### config.mk
export PLATFORM = sky130hd
export DESIGN_NAME = register_file
export DESIGN_NICKNAME = d
export VERILOG_FILES = /design/src/rtl/register_file_pkg.sv /design/src/rtl/register_file.sv
export SDC_FILE = /design/constraint.sdc
export NUM_CORES = 1
export LEC_CHECK = 0
export ABC_AREA = 0
export ABC_CLOCK_PERIOD_IN_PS = 3200
export CAP_MARGIN = 25
export CORE_AREA = 2 2 213 173
export CTS_CLUSTER_SIZE = 28
export DETAILED_ROUTE_END_ITERATION = 8
export DIE_AREA = 0 0 215 175
export MAX_ROUTING_LAYER = met4
export PLACE_DENSITY = 0.68
export SETUP_SLACK_MARGIN = 0.02
export SYNTH_ARGS = -nofsm -noshare
export SYNTH_HDL_FRONTEND = slang
export SYNTH_SLANG_ARGS = --single-unit
### constraint.sdc
create_clock -name clk_i -period 3.2 [get_ports clk_i]
set_input_delay 0.32 -clock clk_i [delete_from_list [all_inputs] [get_ports clk_i]]
set_output_delay 0.32 -clock clk_i [all_outputs]
set_load 0.005 [all_outputs]
### src/rtl/register_file_pkg.sv
// Shared register-index constants and small helpers for the tiny16 register file.
// The instruction sequencer imports the same indices.
package register_file_pkg;

  localparam int unsigned DATA_W   = 16;
  localparam int unsigned IDX_W    = 4;
  localparam int unsigned NUM_REGS = 16;

  localparam logic [IDX_W-1:0] REG_ZERO = 4'd0;
  localparam logic [IDX_W-1:0] REG_PC   = 4'd1;
  localparam logic [IDX_W-1:0] REG_SP   = 4'd2;
  localparam logic [IDX_W-1:0] REG_BA   = 4'd3;
  localparam logic [IDX_W-1:0] REG_RA   = 4'd4;
  localparam logic [IDX_W-1:0] REG_RES  = 4'd15;

  // Next stack pointer; inc and dec together cancel out.
  function automatic logic [DATA_W-1:0] sp_step(input logic [DATA_W-1:0] sp,
                                                input logic inc,
                                                input logic dec);
    logic [DATA_W-1:0] nxt;
    nxt = sp;
    if (inc && !dec) nxt = sp + 16'd1;
    if (dec && !inc) nxt = sp - 16'd1;
    return nxt;
  endfunction

  // Explicit (bus or byte) write result; in_en wins over the byte strobes.
  function automatic logic [DATA_W-1:0] byte_merge(input logic [DATA_W-1:0] old,
                                                   input logic [DATA_W-1:0] bus,
                                                   input logic in_en,
                                                   input logic lo_en,
                                                   input logic up_en);
    logic [DATA_W-1:0] nxt;
    nxt = old;
    if (in_en) begin
      nxt = bus;
    end else begin
      if (lo_en) nxt[7:0]  = bus[7:0];
      if (up_en) nxt[15:8] = bus[7:0];
    end
    return nxt;
  endfunction

endpackage

### src/rtl/register_file.sv
// tiny16 16x16 register file: executes sequencer strobes, drives the wired-OR bus
// and the ALU operands. Optional debug peek port under `REGFILE_DBG_EN`.
module register_file
  import register_file_pkg::*;
#(
  parameter logic [15:0] PC_INIT = 16'h0000,
  parameter logic [15:0] SP_INIT = 16'h0000
) (
  input  logic        clk_i,
  input  logic        rst_ni,
  input  logic [15:0] in_i,
  input  logic [3:0]  reg_src_sel_i,
  input  logic [3:0]  reg_dst_sel_i,
  input  logic        reg_in_en_i,
  input  logic        reg_lo_en_i,
  input  logic        reg_up_en_i,
  input  logic        reg_pc_inc_i,
  input  logic        reg_sp_inc_i,
  input  logic        reg_sp_dec_i,
  input  logic        reg_out_en_i,
`ifdef REGFILE_DBG_EN
  input  logic [3:0]  dbg_sel_i,
  output logic [15:0] dbg_data_o,
`endif
  output logic [15:0] out_o,
  output logic [15:0] src_data_o,
  output logic [15:0] dst_data_o,
  output logic [15:0] pc_o,
  output logic [15:0] sp_o
);

  // ZERO is not stored; entries 1..15 only.
  logic [15:0] regs_q [1:15];
  logic [15:0] regs_d [1:15];
  logic [15:0] rd_view [NUM_REGS];
  logic        wr_any;

  assign wr_any = reg_in_en_i | reg_lo_en_i | reg_up_en_i;

  always_comb begin
    for (int i = 1; i < 16; i++) begin
      regs_d[i] = regs_q[i];
      if (wr_any && (reg_dst_sel_i == 4'(i))) begin
        regs_d[i] = byte_merge(regs_q[i], in_i, reg_in_en_i, reg_lo_en_i, reg_up_en_i);
      end else if (4'(i) == REG_PC) begin
        regs_d[i] = reg_pc_inc_i ? regs_q[i] + 16'd1 : regs_q[i];
      end else if (4'(i) == REG_SP) begin
        regs_d[i] = sp_step(regs_q[i], reg_sp_inc_i, reg_sp_dec_i);
      end
    end
  end

  always_ff @(posedge clk_i) begin
    if (!rst_ni) begin
      for (int i = 1; i < 16; i++) begin
        if (4'(i) == REG_PC)      regs_q[i] <= PC_INIT;
        else if (4'(i) == REG_SP) regs_q[i] <= SP_INIT;
        else                      regs_q[i] <= 16'h0000;
      end
    end else begin
      for (int i = 1; i < 16; i++) begin
        regs_q[i] <= regs_d[i];
      end
    end
  end

  always_comb begin
    rd_view[0] = 16'h0000;
    for (int i = 1; i < 16; i++) begin
      rd_view[i] = regs_q[i];
    end
  end

  assign src_data_o = rd_view[reg_src_sel_i];
  assign dst_data_o = rd_view[reg_dst_sel_i];
  assign out_o      = reg_out_en_i ? rd_view[reg_src_sel_i] : 16'h0000;
  assign pc_o       = regs_q[REG_PC];
  assign sp_o       = regs_q[REG_SP];

`ifdef REGFILE_DBG_EN
  assign dbg_data_o = rd_view[dbg_sel_i];
`endif

endmodule

==> results.yml <==
status:
  status: "complete, no violations"
power_and_ir_drop:
  p_total_mw: 7.42
  total_leakage_power_nw: 5.67
  powerDensity_nw_per_um2: 449
  worst_ir_drop_vdd_mv: 0.421
die:
  dieArea_um2: 37600
  initial_core_util_pct: 39.7
  die_w_um: 215
  rows: 62
  coreArea_um2: 35500
  die_h_um: 175
  num_io_pins: 113
placement:
  detailed_place_hpwl_um: 33900
  dpl-instance-area_um2: 15700
  port_buffers: 112
  gp_congestion: 1.00
  post-place-cells: 1952
clock_network:
  ctsRootBufferMaster: "clkbuf_16"
  htreeDepth: 1
  cts_setup_buffers: 0
  cts_tree: "yes"
  post_cts_resized: 0
  clkSinkCount: 240
  cts_hold_buf: 0
  numCtsBuffers: 26
  clock_latency_ps: 550
  path_clk_slew_ps: 60
  clk_path_buf_depth: 3
routing:
  drtIter0Drc: 1439
  wl_met1_um: 20500
  drt_pass1_iterations: 6
  vias_per_cell: 6.26
  top_layer: "met4"
  route.detailed.drc: 0
  wl_met3_um: 5520
  vias: 12505
  ant_nets: 0
  wl_met2_um: 20800
  wl_um: 48200
  wire_per_inst_um: 24.1
finish:
  largest_register_ffs: 240
  fin_area_um2: 16500
  instances_no_fill: 1999
  regMostFlops: "regs_q"
  final_layout_size_suffix_gt1_share_pct: 21.9
  top_regs: "regs_q (240)"
  layout.nets: 1536
  diodes: 0
  area_delta_synth_final_pct: 17.2
sta:
  min_period_ps: 3050
  relSlewSlack_pct: 33.1
  setup_tns_ps: 0
  post-route-period-util_pct: 95.2
  fmax_ghz: 0.328
  finClkSkew_ps: 20.7
  setup_viol: 0
  report.final.hold_viol_count: 0
  maxSlewViolCount: 0
  worst_pin_slew_ps: 1000
  rsz0062_at_grt: "no"
flow_run:
  maxCapViolCount: 0
synthesis:
  synth-edff-count: 0
  postSynthCellCount: 1443
  synth_top_area_share_pct: 34.0
  ys.flop_type: "dfxtp_1"
  syn-cell-area_um2: 14100
  syn_nets: 1478
  ys_seq_elements: 240
  synthTopCellsByCount: "dfxtp_1, nor2_1, mux4_2, a211oi_1, nand2_1"
  syn_avg_cell_area_um2: 9.78
  yosysMostFrequentCell: "dfxtp_1"
  synth-seq-area-share_pct: 34.0
  ys_types: 73
  synth_area_leaders: "dfxtp_1, mux4_2, a211oi_1, nor2_1, mux2i_1"
  yosysTopAreaCell: "dfxtp_1"
  synthArstFlopShare_pct: 0
  yosysWarnings: 0
worst_hold_path:
  min_path_type: "flop to flop"
global_routing:
  first_global_vias: 11668
  grt_usage_pct: 25.8
  grt_max_degree: 118
  antenna_found_initial: 0
  grt_pass1_wl_um: 73700
  gr-total-overflow: 0
worst_setup_path:
  path_max_fanout: 9
  cp-start-kind: "flop"
  worst_setup_path_end_kind: "primary output"
  path_class: "flop to primary output"
  crit_arrival_ps: 2730
  required_ps: 2880
-- path summary, 6_finish.rpt --
kind | from | to | slack, ps | depth (start not counted)
max | regs_q[0][47] | out_o[15] | 150 | 4
max reg2reg | regs_q[0][41] | regs_q[0][43] | 850 | 5
min reg2reg | regs_q[0][166] | regs_q[0][166] | 500 | 2
min | regs_q[0][166] | regs_q[0][166] | 500 | 2
-- per-stage QoR --
| step | setup slack [ps] | utilization (%) | hold WS [ps] |
|---|---|---|---|
| finish | 154 | 46.5 | 498 |
| global route | 135 | 46.5 | 509 |
| CTS | 176 | 46.5 | 493 |
| detailed placement | 218 | 44.1 | 482 |
| global placement | 294 | 44.1 | 473 |
| floorplan | 796 | - | 460 |
-- power by group --
| part | internal (mW) | switching, mW |
|---|---|---|
| clock | 1.75 | 1.28 |
| sequential | 3.07 | 0.109 |
| combinational | 0.517 | 0.686 |
-- worst max-delay path: stages (launching register included) --
cell and delay, ps:
dfxtp_1 450, mux4_2 540, mux4_2 550, and2_1 190, clkdlybuf4s50_1 440
-- area by class of cell --
type	count	area, um2
repair buffers	203	1870
multi-input cells	1021	8370
well taps	480	601
flip-flops and latches	240	4800
clock inverters	8	71.3
inverters	9	38.8
clock buffers	38	777
fillers	3344	19000
-- layout by cell type (no fill, tap or decap), drive strengths merged, types with 4 or more instances in the layout --
master,n
buf,96
and2,28
a21oi,68
nor2b,7
a22o,28
nand3,28
o211ai,4
or2,5
o21ai,81
dfxtp,240
mux4,128
clkbuf,38
nor3,21
o32ai,4
clkdlybuf4s50,107
mux2,30
nand2b,4
nand2,91
or3,7
a31oi,10
mux2i,68
nand4,12
a211oi,115
clkinv,6
nor2,212
and3,6
nor4,5
xnor2,4
inv,9
-- kinds of logic (layout without fill, tap and decap cells) --
group / Yosys count / count (layout) / share of synthesized area, %
DFF: 240 / 240 / 34.0
and+or+nand+nor: 436 / 436 / 14.3
AOI/OAI and AO/OA: 353 / 353 / 16.9
adders and majority gates: 2 / 2 / 0.177
buffers and inverters: 182 / 258 / 6.69
xor gates and xnor gates: 4 / 4 / 0.248
muxes: 226 / 226 / 27.6
-- routing by layer --
metal / GRT usage [%] / vias to the layer above
li1: - / 5513
met1: 35.9 / 6149
met2: 37.6 / 763
met3: 6.07 / 80
met4: 7.33 / 0
met5: - / -
Note: power is estimated with default switching activity, not from simulation.
